==> src/rtl/sad_pkg.sv <==
// Shared types and constants for the SAD best-match collector.
// Optional build macro: SAD_EARLY_EXIT_EN (exact-match early exit).
package sad_pkg;

  localparam int SAD_W_MAX = 32;
  localparam logic [SAD_W_MAX-1:0] BEST_INIT = '1;

  typedef enum logic [1:0] {
    IDLE,
    WAIT,
    RELEASE,
    RESULT
  } state_t;

  function automatic int sad_w(input int width);
    return width + 5;
  endfunction

endpackage

==> src/rtl/sad_best_match_if.sv <==
// Core-side and controller-side handshake bundle for sad_best_match.
// Optional build macro: SAD_EARLY_EXIT_EN adds early_exit.
interface sad_best_match_if #(
  parameter int WIDTH  = 8,
  parameter int N_CAND = 16
);
  import sad_pkg::*;

  localparam int SAD_W = sad_w(WIDTH);
  localparam int IDX_W = $clog2(N_CAND);

  logic             start;
  logic             sad_done;
  logic [SAD_W-1:0] sad_in;
  logic             sad_ack;
  logic             busy;
  logic             result_valid;
  logic [SAD_W-1:0] best_sad;
  logic [IDX_W-1:0] best_idx;
  logic             result_ack;
`ifdef SAD_EARLY_EXIT_EN
  logic             early_exit;

  modport master (
    output start, sad_done, sad_in, result_ack,
    input  sad_ack, busy, result_valid,
    input  best_sad, best_idx, early_exit
  );

  modport slave (
    input  start, sad_done, sad_in, result_ack,
    output sad_ack, busy, result_valid,
    output best_sad, best_idx, early_exit
  );
`else
  modport master (
    output start, sad_done, sad_in, result_ack,
    input  sad_ack, busy, result_valid,
    input  best_sad, best_idx
  );

  modport slave (
    input  start, sad_done, sad_in, result_ack,
    output sad_ack, busy, result_valid,
    output best_sad, best_idx
  );
`endif

endinterface

==> src/rtl/sad_min_reg.sv <==
// Running minimum of SAD results with arrival index.
// First candidate always loads; later ones only on strict less-than.
module sad_min_reg
  import sad_pkg::*;
#(
  parameter int SAD_W = 13,
  parameter int IDX_W = 4
) (
  input  logic             clk,
  input  logic             rst,
  input  logic             clr,
  input  logic             load,
  input  logic             first,
  input  logic [SAD_W-1:0] sad_in,
  input  logic [IDX_W-1:0] idx,
  output logic [SAD_W-1:0] best_sad,
  output logic [IDX_W-1:0] best_idx
);

  logic take;

  assign take = first || (sad_in < best_sad);

  always_ff @(posedge clk or negedge rst) begin
    if (!rst) begin
      best_sad <= BEST_INIT[SAD_W-1:0];
      best_idx <= '0;
    end else if (clr) begin
      best_sad <= BEST_INIT[SAD_W-1:0];
      best_idx <= '0;
    end else if (load && take) begin
      best_sad <= sad_in;
      best_idx <= idx;
    end
  end

endmodule

==> src/rtl/sad_best_match.sv <==
// Collects N_CAND SAD results via done/ack and reports the best match.
// Optional build macro: SAD_EARLY_EXIT_EN (stop on a zero SAD).
module sad_best_match
  import sad_pkg::*;
#(
  parameter int WIDTH  = 8,
  parameter int N_CAND = 16
) (
  input  logic             clk,
  input  logic             rst,
  sad_best_match_if.slave  bus
);

  localparam int SAD_W = sad_w(WIDTH);
  localparam int IDX_W = $clog2(N_CAND);
  localparam int CNT_W = IDX_W + 1;
  localparam logic [CNT_W-1:0] LAST = CNT_W'(N_CAND);

  state_t           state, state_n;
  logic [CNT_W-1:0] cnt, cnt_n;
  logic             ack, ack_n;
  logic             busy, busy_n;
  logic             rv, rv_n;
  logic             load, clr;
  logic             finish;
`ifdef SAD_EARLY_EXIT_EN
  logic             zero_hit, zero_n;
  logic             early, early_n;
`endif

`ifdef SAD_EARLY_EXIT_EN
  assign finish = (cnt == LAST) || zero_hit;
`else
  assign finish = (cnt == LAST);
`endif

  always_comb begin
    state_n = state;
    cnt_n   = cnt;
    ack_n   = ack;
    rv_n    = rv;
    load    = 1'b0;
    clr     = 1'b0;
`ifdef SAD_EARLY_EXIT_EN
    zero_n  = zero_hit;
    early_n = early;
`endif
    unique case (state)
      IDLE: begin
        if (bus.start) begin
          clr     = 1'b1;
          cnt_n   = '0;
          state_n = WAIT;
`ifdef SAD_EARLY_EXIT_EN
          zero_n  = 1'b0;
`endif
        end
      end
      WAIT: begin
        if (bus.sad_done) begin
          load    = 1'b1;
          cnt_n   = cnt + 1'b1;
          ack_n   = 1'b1;
          state_n = RELEASE;
`ifdef SAD_EARLY_EXIT_EN
          zero_n  = (bus.sad_in == '0);
`endif
        end
      end
      RELEASE: begin
        // ack drops only once the core releases done: one count per result
        if (!bus.sad_done) begin
          ack_n = 1'b0;
          if (finish) begin
            state_n = RESULT;
            rv_n    = 1'b1;
`ifdef SAD_EARLY_EXIT_EN
            early_n = zero_hit;
`endif
          end else begin
            state_n = WAIT;
          end
        end
      end
      RESULT: begin
        if (bus.result_ack) begin
          rv_n    = 1'b0;
          state_n = IDLE;
`ifdef SAD_EARLY_EXIT_EN
          early_n = 1'b0;
`endif
        end
      end
      default: state_n = IDLE;
    endcase
    busy_n = (state_n == WAIT) || (state_n == RELEASE);
  end

  always_ff @(posedge clk or negedge rst) begin
    if (!rst) begin
      state    <= IDLE;
      cnt      <= '0;
      ack      <= 1'b0;
      busy     <= 1'b0;
      rv       <= 1'b0;
`ifdef SAD_EARLY_EXIT_EN
      zero_hit <= 1'b0;
      early    <= 1'b0;
`endif
    end else begin
      state    <= state_n;
      cnt      <= cnt_n;
      ack      <= ack_n;
      busy     <= busy_n;
      rv       <= rv_n;
`ifdef SAD_EARLY_EXIT_EN
      zero_hit <= zero_n;
      early    <= early_n;
`endif
    end
  end

  sad_min_reg #(
    .SAD_W(SAD_W),
    .IDX_W(IDX_W)
  ) u_min (
    .clk     (clk),
    .rst     (rst),
    .clr     (clr),
    .load    (load),
    .first   (cnt == '0),
    .sad_in  (bus.sad_in),
    .idx     (cnt[IDX_W-1:0]),
    .best_sad(bus.best_sad),
    .best_idx(bus.best_idx)
  );

  assign bus.sad_ack      = ack;
  assign bus.busy         = busy;
  assign bus.result_valid = rv;
`ifdef SAD_EARLY_EXIT_EN
  assign bus.early_exit   = early;
`endif

endmodule

==> src/flat_wrapper.sv <==
// flat-port wrapper written by rule: the top's interface ports become plain ports
module sad_best_match_flat import sad_pkg::*;
#(
  parameter int WIDTH  = 8,
  parameter int N_CAND = 16
)
  (clk, rst, bus_start, bus_sad_done, bus_sad_in, bus_result_ack, bus_sad_ack, bus_busy, bus_result_valid, bus_best_sad, bus_best_idx);
  sad_best_match_if #(.WIDTH(WIDTH), .N_CAND(N_CAND)) bus_i ();
  input  logic clk;
  input  logic rst;
  input wire logic [$bits(bus_i.start)-1:0] bus_start;
  input wire logic [$bits(bus_i.sad_done)-1:0] bus_sad_done;
  input wire logic [$bits(bus_i.sad_in)-1:0] bus_sad_in;
  input wire logic [$bits(bus_i.result_ack)-1:0] bus_result_ack;
  output wire logic [$bits(bus_i.sad_ack)-1:0] bus_sad_ack;
  output wire logic [$bits(bus_i.busy)-1:0] bus_busy;
  output wire logic [$bits(bus_i.result_valid)-1:0] bus_result_valid;
  output wire logic [$bits(bus_i.best_sad)-1:0] bus_best_sad;
  output wire logic [$bits(bus_i.best_idx)-1:0] bus_best_idx;
  assign bus_i.start = bus_start;
  assign bus_i.sad_done = bus_sad_done;
  assign bus_i.sad_in = bus_sad_in;
  assign bus_i.result_ack = bus_result_ack;
  assign bus_sad_ack = bus_i.sad_ack;
  assign bus_busy = bus_i.busy;
  assign bus_result_valid = bus_i.result_valid;
  assign bus_best_sad = bus_i.best_sad;
  assign bus_best_idx = bus_i.best_idx;
  sad_best_match #(.WIDTH(WIDTH), .N_CAND(N_CAND)) u_core (.clk(clk), .rst(rst), .bus(bus_i));
endmodule
==> config.mk <==
export PLATFORM = sky130hd
export DESIGN_NAME = sad_best_match_flat
export DESIGN_NICKNAME = d
export VERILOG_FILES = /design/src/rtl/sad_pkg.sv /design/src/rtl/sad_best_match_if.sv /design/src/rtl/sad_min_reg.sv /design/src/rtl/sad_best_match.sv /design/src/flat_wrapper.sv
export SDC_FILE = /design/constraint.sdc
export NUM_CORES = 1
export LEC_CHECK = 0
export ABC_AREA = 1
export CAP_MARGIN = 25
export CORE_MARGIN = 2
export CORE_UTILIZATION = 50
export DETAILED_ROUTE_END_ITERATION = 7
export GPL_ROUTABILITY_DRIVEN = 0
export PLACE_DENSITY_LB_ADDON = 0.25
export SETUP_SLACK_MARGIN = 0.15
export SYNTH_ARGS = -nofsm -noshare
export SYNTH_HDL_FRONTEND = slang
export SYNTH_SLANG_ARGS = --single-unit
==> constraint.sdc <==
create_clock -name clk -period 2.4 [get_ports clk]
set_input_delay 0.48 -clock clk [delete_from_list [all_inputs] [get_ports clk]]
set_output_delay 0.48 -clock clk [all_outputs]
set_load 0.01 [all_outputs]
==> impl_metrics.env, run 1 <==
export IMPL_status="complete, no violations"
export IMPL_io_buffers=37
export IMPL_power_uw=2490
export IMPL_cts_htree_levels=1
export IMPL_cts_inserted_buffers=3
export IMPL_pwr_share_seq_pct=35.5
export IMPL_cts_buffer_depth=2
export IMPL_grt_pass1_wl_um=6160
export IMPL_drc=0
export IMPL_ir_drop_v=0.000635
export IMPL_worst_setup_path_end_kind="flip-flop"
export IMPL_die_h_um=62.1
export IMPL_ys_seq_area_share_pct=41.0
export IMPL_finalSetupTns_ns=0
export IMPL_drt_wirelength_per_cell_um=11.7
export IMPL_die_w_um=62.1
export IMPL_post_synth_top_count_cell="nand2_1"
export IMPL_crit_type="flip-flop to flip-flop"
export IMPL_timing_hold_worst_start="u_core.u_min.best_sad[2]$_DFFE_PN1P_"
export IMPL_min_period_ns=1.99
export IMPL_nets=286
export IMPL_setup_viol=0
export IMPL_synthArstFlopShare_pct=100
export IMPL_crit_path_max_fanout=18
export IMPL_antenna_found_initial=0
export IMPL_maxCapViolations=0
export IMPL_start_kind="flip-flop"
export IMPL_synth_area_leaders="dfrtp_1, dfstp_2, nand2_1, ha_1, nand3_1"
export IMPL_worstSkewPairLatency_ns=0.32
export IMPL_ios=38
export IMPL_antenna_left=0
export IMPL_syn_area_um2=1690
export IMPL_fmax_mhz=502
export IMPL_worstPathArrival_ns=2.23
export IMPL_p_int_uw=1420
export IMPL_cts_clk_slew_worst_paths_ns=0.14
export IMPL_area_growth_synth_to_final_pct=24.6
export IMPL_p_leak_uw=0.00106
export IMPL_dr_pass1_iters=4
export IMPL_synthCells=216
export IMPL_cts_sinks=27
export IMPL_vias=1453
export IMPL_power_switching_uw=1070
export IMPL_syn_num_nets=248
export IMPL_drive_gt1_share_pct=16.2
export IMPL_wl_um=3500
export IMPL_clock_skew_final_ns=0.00229
export IMPL_r2r_start="u_core.u_min.best_sad[12]$_DFFE_PN1P_"
export IMPL_gr_total_overflow=0
export IMPL_postCtsSetupRepairBufs=0
export IMPL_holdBufCountCts=0
export IMPL_synth_area_leader_cell="dfrtp_1"
export IMPL_r2r_slack_ns=0.41
export IMPL_fp_dieArea_um2=3860
export IMPL_final_cell_area_um2=2100
export IMPL_power_frac_comb_pct=56.5
export IMPL_post_route_period_util_pct=82.9
export IMPL_slew_violations=0
export IMPL_placed_area_um2=2080
export IMPL_switching_share_pct=43.0
export IMPL_yosysWarnings=0
export IMPL_synth_ff_type="dfrtp_1"
export IMPL_p_clk_share_pct=7.9
export IMPL_ys_types=25
export IMPL_hold_violations=0
export IMPL_cts_root_buf="clkbuf_4"
export IMPL_core_um2=3280
export IMPL_synth_top_area_share_pct=20.7
export IMPL_synth_seq_cells=27
export IMPL_cts_tree="built"
export IMPL_tightest_slew_ns=0.336
export IMPL_r2r_cells=12
export IMPL_grt_max_degree=28
export IMPL_drt_iter0_drc=52
export IMPL_post_cts_resized=0
export IMPL_place_hpwl_um=2610
export IMPL_min_to="u_core.u_min.best_sad[2]$_DFFE_PN1P_"
export IMPL_synth_common_cells="nand2_1, inv_1, nand3_1"
export IMPL_hold_class="flip-flop to flip-flop"
export IMPL_rows=21
export IMPL_synth_edf_count=0
export IMPL_grt_pass1_vias=1439
export IMPL_crit_required_ns=2.64
export IMPL_avgSynthCellArea_um2=7.82
export IMPL_initial_core_util_pct=51.4
export IMPL_track_usage_pct=19.5
export IMPL_vias_per_cell=4.86
export IMPL_slew_headroom_pct=77.6
export IMPL_p_per_area_nw_per_um2=1180
export IMPL_r2r_end="u_core.u_min.best_idx[1]$_DFFE_PN0P_"
export IMPL_hold_path_cell_count=2
export IMPL_rsz0062_at_grt="false"
export IMPL_num_antenna_cells=0
==> cell type report <==
cell class	instances	area, µm²
fill	299	1180
multi-input combinational	153	835
sequential	27	692
timing repair buffer	38	378
inverter	31	116
clock buffer	4	26.3
tap	46	57.6
==> how the worst max path moves through the flow <==
stage,start,to,slack (ns)
2_1_floorplan,u_core.u_min.best_sad[12]$_DFFE_PN1P_,u_core.u_min.best_idx[1]$_DFFE_PN0P_,0.58
3_3_place_gp,bus_sad_in[12],u_core.u_min.best_idx[3]$_DFFE_PN0P_,0.11
3_5_place_dp,bus_sad_in[12],u_core.u_min.best_idx[1]$_DFFE_PN0P_,0.08
4_1_cts,u_core.u_min.best_sad[12]$_DFFE_PN1P_,u_core.u_min.best_idx[1]$_DFFE_PN0P_,0.41
5_1_grt,u_core.u_min.best_sad[12]$_DFFE_PN1P_,u_core.u_min.best_idx[1]$_DFFE_PN0P_,0.23
6_report,u_core.u_min.best_sad[12]$_DFFE_PN1P_,u_core.u_min.best_idx[1]$_DFFE_PN0P_,0.41
==> sequential cells by signal, indices dropped and copies added, names as in the netlist <==
name                     count
u_core.bus.busy              1
u_core.bus.result_valid      1
u_core.bus.sad_ack           1
u_core.cnt                   5
u_core.state                 2
u_core.u_min.best_idx        4
u_core.u_min.best_sad       13
==> critical path, cell delays in order (launching register included) <==
cell,delay (ns)
dfstp_2,0.57
inv_1,0.05
ha_1,0.30
nand2_1,0.10
inv_1,0.04
nand2_1,0.06
nand3_1,0.09
nor2_1,0.12
nand2_2,0.08
nand2_4,0.20
nand2_8,0.14
nand2_1,0.09
nand2_1,0.05
==> power groups by stage <==
| stage | sequential (µW) | clock [µW] | combinational, µW |
|---|---|---|---|
| 2_1_floorplan | 942 | 0 | 885 |
| 3_5_place_dp | 896 | 0 | 1410 |
| 6_report | 883 | 197 | 1410 |
| 4_1_cts | 886 | 205 | 1420 |
| 3_3_place_gp | 889 | 0 | 1370 |
| 5_1_grt | 912 | 222 | 1580 |
==> layer usage <==
metal / GRT usage [%] / wire length [µm] / up-vias
li1: - / - / 749
met1: 22.0 / 1420 / 666
met2: 37.2 / 1890 / 34
met3: 4.35 / 151 / 4
met4: 4.72 / 36 / 0
met5: 0 / 0 / -
==> per-stage QoR <==
stage | hold slack [ns] | utilization [%] | worst slack, ns | cells
final | 0.479 | 64.1 | 0.410 | 299
after global routing | 0.501 | 64.1 | 0.233 | 299
after CTS | 0.481 | 64.1 | 0.413 | 299
after detailed placement | 0.461 | 63.3 | 0.0821 | 295
after global placement | 0.458 | 63.3 | 0.109 | 295
after floorplan | 0.184 | - | 0.577 | 216
==> kinds of logic after synthesis <==
family / after synthesis / share of synthesized area (%)
simple gates: 126 / 34.9
buf+inv: 36 / 9.63
flops: 27 / 41.0
fa+ha+maj: 14 / 10.4
compound gates: 13 / 4.15
==> cells in the final DEF, fill, tap and decap left out <==
cell / count
a21oi_1: 5
a31oi_1: 1
buf_4: 1
clkbuf_1: 1
clkbuf_4: 3
clkdlybuf4s50_1: 37
dfrtp_1: 14
dfstp_2: 13
ha_1: 14
inv_1: 30
inv_2: 1
nand2_1: 63
nand2_2: 4
nand2_4: 2
nand2_8: 1
nand3_1: 23
nand4_1: 1
nor2_1: 13
nor2_2: 4
nor3_1: 3
o211ai_1: 1
o21ai_0: 4
o21ai_1: 1
o22ai_1: 1
or2_2: 12
Power figures use the tool's default switching activity.
==> run 2, diff against run 1 <==
==> constraint.sdc (replaced) <==
create_clock -name clk -period 1.9 [get_ports clk]
set_input_delay 0.38 -clock clk [delete_from_list [all_inputs] [get_ports clk]]
set_output_delay 0.38 -clock clk [all_outputs]
set_load 0.01 [all_outputs]
==> impl_metrics.env, run 2 (synthesis results as in run 1) <==
export IMPL_status="finished with violations"
export IMPL_violations="setup timing"
export IMPL_maxCapViolations=0
export IMPL_top_register="u_core.u_min.best_sad"
export IMPL_drive_gt1_share_pct=31.0
export IMPL_switching_share_pct=45.0
export IMPL_ios=38
export IMPL_worstPathArrival_ns=2.23
export IMPL_num_antenna_cells=0
export IMPL_grt_max_degree=28
export IMPL_placed_area_um2=2140
export IMPL_ir_drop_v=0.000767
export IMPL_crit_path_max_fanout=6
export IMPL_use_met1_pct=27.9
export IMPL_wl_um=4110
export IMPL_vias_per_cell=5.01
export IMPL_slew_violations=0
export IMPL_rsz0062_at_grt="true"
export IMPL_rows=21
export IMPL_finalNonFillerCells=307
export IMPL_cts_inserted_buffers=3
export IMPL_antenna_left=0
export IMPL_cts_buffer_depth=2
export IMPL_start_kind="flip-flop"
export IMPL_fp_dieArea_um2=3860
export IMPL_holdBufCountCts=0
export IMPL_r2r_cells=12
export IMPL_io_buffers=37
export IMPL_drt_wirelength_per_cell_um=13.4
export IMPL_drt_iter0_drc=81
export IMPL_worstSkewPairLatency_ns=0.32
export IMPL_cpMostUsedCell="nand2_2"
export IMPL_cts_clk_slew_worst_paths_ns=0.15
export IMPL_dr_pass1_iters=4
export IMPL_nets=294
export IMPL_grt_pass1_wl_um=6730
export IMPL_hold_violations=0
export IMPL_die_w_um=62.1
export IMPL_power_frac_comb_pct=62.4
export IMPL_crit_family="simple AND/OR/NAND/NOR gates"
export IMPL_tightest_slew_ns=0.338
export IMPL_p_per_area_nw_per_um2=1550
export IMPL_p_clk_share_pct=6.8
export IMPL_final_cell_mix="nand2_1, inv_1, clkdlybuf4s50_1"
export IMPL_min_period_ns=1.97
export IMPL_post_route_period_util_pct=103
export IMPL_cts_tree="built"
export IMPL_final_cell_area_um2=2350
export IMPL_crit_required_ns=2.16
export IMPL_grt_pass1_vias=1509
export IMPL_crit_type="flip-flop to flip-flop"
export IMPL_cp_depth=12
export IMPL_place_hpwl_um=2660
export IMPL_area_growth_synth_to_final_pct=39.2
export IMPL_power_switching_uw=1640
export IMPL_power_uw=3650
export IMPL_p_int_uw=2010
export IMPL_largest_reg_flops=13
export IMPL_clock_skew_final_ns=0.00249
export IMPL_antenna_found_initial=0
export IMPL_holdWs_ns=0.410
export IMPL_met3_usage_pct=2.72
export IMPL_drc=0
export IMPL_slowest_delay_ns=0.59
export IMPL_pwr_share_seq_pct=30.8
export IMPL_cts_sinks=27
export IMPL_worst_setup_path_end_kind="flip-flop"
export IMPL_fin_ws_ns=-0.0657
export IMPL_cts_htree_levels=1
export IMPL_placed_cells=301
export IMPL_layout_commonest_cell="nand2_1"
export IMPL_grt_busiest_layer="met2"
export IMPL_setup_viol=9
export IMPL_use_met2_pct=36.8
export IMPL_crit_chain="inv_2 > ha_4 > nand2_2 > nor2_4 > nand2_2 > nor2_2 > nor2_2 > nand2_2 > nand2_8 > buf_6 > nand3_1 > nand2_1"
export IMPL_initial_core_util_pct=51.4
export IMPL_hold_class="input port to async pin"
export IMPL_reg_largest_list="u_core.u_min.best_sad (13), u_core.cnt (5), u_core.u_min.best_idx (4)"
export IMPL_die_h_um=62.1
export IMPL_cpMaxStageDelayCell="dfstp_2"
export IMPL_fmax_mhz=509
export IMPL_crit_buf_inv=2
export IMPL_core_um2=3280
export IMPL_gr_total_overflow=0
export IMPL_pre_cts_ws_ns=-0.243
export IMPL_p_leak_uw=0.00116
export IMPL_slew_headroom_pct=77.5
export IMPL_vias=1539
export IMPL_cts_root_buf="clkbuf_4"
export IMPL_track_usage_pct=21.2
## run 2: path summary, 6_finish.rpt
| path | from | end | slack (ns) |
|---|---|---|---|
| max | u_core.u_min.best_sad[10]$_DFFE_PN1P_ | u_core.u_min.best_sad[10]$_DFFE_PN1P_ | -0.07 |
| min | rst | u_core.bus.busy$_DFF_PN0_ | 0.41 |
| max reg2reg | u_core.u_min.best_sad[10]$_DFFE_PN1P_ | u_core.u_min.best_sad[10]$_DFFE_PN1P_ | -0.07 |
| min reg2reg | u_core.u_min.best_sad[4]$_DFFE_PN1P_ | u_core.u_min.best_sad[4]$_DFFE_PN1P_ | 0.48 |
| max in group asynchronous | rst | u_core.u_min.best_sad[7]$_DFFE_PN1P_ | 1.19 |
| min in group clk | u_core.u_min.best_sad[4]$_DFFE_PN1P_ | u_core.u_min.best_sad[4]$_DFFE_PN1P_ | 0.48 |
## run 2: layout make-up
cell class              instances  area, µm²
flip-flops and latches         27        692
fillers                       252        933
repair buffers                 45        450
inverters                      31        116
multi-input cells             154       1010
clock inverters                 1       5.00
well taps                      46       57.6
clock buffers                   3       22.5
## run 2: power by group through the flow
stage | Sequential [µW] | Combinational (µW) | Clock, µW
2_1_floorplan | 1190 | 1130 | 0
3_3_place_gp | 1120 | 1870 | 0
3_5_place_dp | 1130 | 1910 | 0
4_1_cts | 1110 | 2160 | 259
5_1_grt | 1170 | 2490 | 282
6_report | 1120 | 2270 | 249
## run 2: metal layers
metal,share of wire [%],vias up
met2,51,37
met1,44,720
met3,2.7,14
li1,-,768
met5,0,-
met4,2.3,0
## run 2: stage by stage
stage | setup TNS [ns] | util (%)
2_1_floorplan | 0 | -
3_3_place_gp | -2.69 | 65.3
3_5_place_dp | -3.64 | 65.3
4_1_cts | 0 | 70.3
5_1_grt | -1.42 | 71.6
6_report | -0.188 | 71.6
## run 2: what timing repair did
action / 4_1_cts / 5_1_grt
cloned: 2 / 0
setup buffers: 0 / 0
endpoints found under the setup margin: 30 / 17
endpoints found under the hold margin: 0 / 0
pin swaps: 20 / 11
gates resized for setup: 37 / 8
==> run 3, diff against run 2 <==
--- a/config.mk
+++ b/config.mk
@@ -11,7 +11,8 @@
 export CORE_UTILIZATION = 50
 export DETAILED_ROUTE_END_ITERATION = 7
 export GPL_ROUTABILITY_DRIVEN = 0
-export PLACE_DENSITY_LB_ADDON = 0.25
+export PLACE_DENSITY = 0.79
+export RECOVER_POWER = 100
 export SETUP_SLACK_MARGIN = 0.15
 export SYNTH_ARGS = -nofsm -noshare
 export SYNTH_HDL_FRONTEND = slang
==> impl_metrics.env, run 3 (synthesis results as in run 1) <==
export IMPL_clock_skew_final_ns=0.00978
export IMPL_grt_max_degree=28
export IMPL_io_buffers=37
export IMPL_ios=38
export IMPL_r2r_cells=12
export IMPL_reg_largest_list="u_core.u_min.best_sad (13), u_core.cnt (5), u_core.u_min.best_idx (4)"
export IMPL_rsz0062_at_grt="true"
export IMPL_cts_htree_levels=1
export IMPL_r2r_slack_ns=0.005
export IMPL_crit_family="simple AND/OR/NAND/NOR gates"
export IMPL_nets=294
export IMPL_drive_gt1_share_pct=30.7
export IMPL_vias=1570
export IMPL_final_cell_mix="nand2_1, inv_1, clkdlybuf4s50_1"
export IMPL_crit_required_ns=2.14
export IMPL_drt_wirelength_per_cell_um=13.1
export IMPL_post_route_period_util_pct=99.7
export IMPL_fp_dieArea_um2=3860
export IMPL_min_period_ns=1.89
export IMPL_cpMaxStageDelayCell="dfstp_2"
export IMPL_worstPathArrival_ns=2.13
export IMPL_crit_type="flip-flop to flip-flop"
export IMPL_area_growth_synth_to_final_pct=39.0
export IMPL_p_leak_uw=0.00115
export IMPL_top_register="u_core.u_min.best_sad"
export IMPL_placed_cells=300
export IMPL_slew_headroom_pct=55.0
export IMPL_antenna_left=0
export IMPL_p_per_area_nw_per_um2=1560
export IMPL_pwr_share_seq_pct=30.5
export IMPL_timing_hold_worst_start="u_core.u_min.best_sad[4]$_DFFE_PN1P_"
export IMPL_hold_path_cell_count=2
export IMPL_wl_um=4030
export IMPL_fillCellCount=255
export IMPL_fin_ws_ns=0.00519
export IMPL_status="complete, no violations"
export IMPL_final_core_util_pct=71.5
export IMPL_grt_pass1_wl_um=6500
export IMPL_worst_setup_path_end_kind="flip-flop"
export IMPL_dr_pass1_iters=4
export IMPL_largest_reg_flops=13
export IMPL_vias_per_cell=5.11
export IMPL_cp_depth=12
export IMPL_num_antenna_cells=0
export IMPL_crit_path_start="u_core.u_min.best_sad[12]$_DFFE_PN1P_"
export IMPL_fmax_mhz=528
export IMPL_cts_buffer_depth=2
export IMPL_crit_buf_inv=2
export IMPL_cts_root_buf="clkbuf_4"
export IMPL_rows=21
export IMPL_power_frac_comb_pct=62.7
export IMPL_power_uw=3660
export IMPL_place_hpwl_um=2560
export IMPL_initial_core_util_pct=51.4
export IMPL_die_w_um=62.1
export IMPL_drc=0
export IMPL_maxCapViolations=0
export IMPL_slew_violations=0
export IMPL_crit_path_max_fanout=6
export IMPL_ir_drop_v=0.000782
export IMPL_cts_sinks=27
export IMPL_setup_viol=0
export IMPL_layout_commonest_cell="nand2_1"
export IMPL_die_h_um=62.1
export IMPL_cts_tree="built"
export IMPL_p_clk_share_pct=6.9
export IMPL_gr_total_overflow=0
export IMPL_finalSetupTns_ns=0
export IMPL_start_kind="flip-flop"
export IMPL_core_um2=3280
export IMPL_p_int_uw=2030
export IMPL_switching_share_pct=44.6
export IMPL_cts_clk_slew_worst_paths_ns=0.15
export IMPL_r2r_start="u_core.u_min.best_sad[12]$_DFFE_PN1P_"
export IMPL_grt_pass1_vias=1480
export IMPL_cts_inserted_buffers=3
export IMPL_hold_class="flip-flop to flip-flop"
export IMPL_tightest_slew_ns=0.674
export IMPL_slowest_delay_ns=0.58
export IMPL_track_usage_pct=20.7
export IMPL_pre_cts_ws_ns=-0.209
export IMPL_crit_chain="inv_2 > ha_4 > nand2_4 > nor2_4 > nand2_2 > nor2_2 > nand2_1 > nand2_2 > nand2_8 > clkbuf_16 > nand3_2 > nand2_1"
export IMPL_hold_violations=0
export IMPL_drt_iter0_drc=74
export IMPL_power_switching_uw=1630
export IMPL_antenna_found_initial=0
export IMPL_worstSkewPairLatency_ns=0.33
export IMPL_finalNonFillerCells=307
==> run 3: cell count changes in the layout (fill, tap and decap cells not counted), sizes merged <==
cell and delta:
clkbuf +3, buf -2, clkdlybuf4s50 -1, clkinv -1
dlygate4sd3 +1
==> run 3: worst paths after layout <==
kind,end
max,u_core.u_min.best_idx[3]$_DFFE_PN0P_
min reg2reg,u_core.u_min.best_sad[4]$_DFFE_PN1P_
max in group asynchronous,u_core.u_min.best_idx[2]$_DFFE_PN0P_
max reg2reg,u_core.u_min.best_idx[3]$_DFFE_PN0P_
min in group asynchronous,u_core.cnt[1]$_DFFE_PN0P_
min,u_core.u_min.best_sad[4]$_DFFE_PN1P_
==> run 3: worst reg2reg max path, cell delays in order (launching register included) <==
cell and delay [ns]:
dfstp_2 0.58, inv_2 0.05, ha_4 0.28, nand2_4 0.05, nor2_4 0.12, nand2_2 0.07, nor2_2 0.10, nand2_1 0.06
nand2_2 0.11, nand2_8 0.10, clkbuf_16 0.17, nand3_2 0.06, nand2_1 0.06
==> run 3: metal layers <==
metal	up-vias	global-route usage (%)	share of wire [%]
met5	-	0	0
met4	0	6.67	1.6
met3	8	3.26	4.8
met2	45	34.8	50
met1	750	27.4	44
li1	767	-	-
==> run 3: timing repair <==
action | in CTS | in global routing
setup endpoints to repair | 30 | 17
cloned | 1 | 1
setup buffers | 0 | 1
pin swaps | 15 | 14
resized for setup | 31 | 14
hold buffers | 0 | 0
==> run 3: final cells by class <==
cell class	count	area, µm²	share of cell area, %
Clock buffer	4	26.3	1.12
Timing Repair Buffer	45	445	19.0
Inverter	31	116	4.96
Tap cell	46	57.6	2.45
Sequential cell	27	692	29.5
Multi-Input combinational cell	154	1010	43.0
==> run 3: through the flow <==
step	hold slack, ns	cell area, µm²
after floorplan	0.0844	1700
after global placement	0.457	2140
after detailed placement	0.462	2140
after CTS	0.423	2250
after global routing	0.490	2350
final	0.477	2350
==> run 3: power by group through the flow <==
stage	Clock (µW)	Combinational [µW]	Sequential, µW
global route	287	2510	1160
CTS	254	2020	1120
floorplan	0	1130	1190
global placement	0	1890	1130
detailed placement	0	1920	1130
finish	250	2290	1110
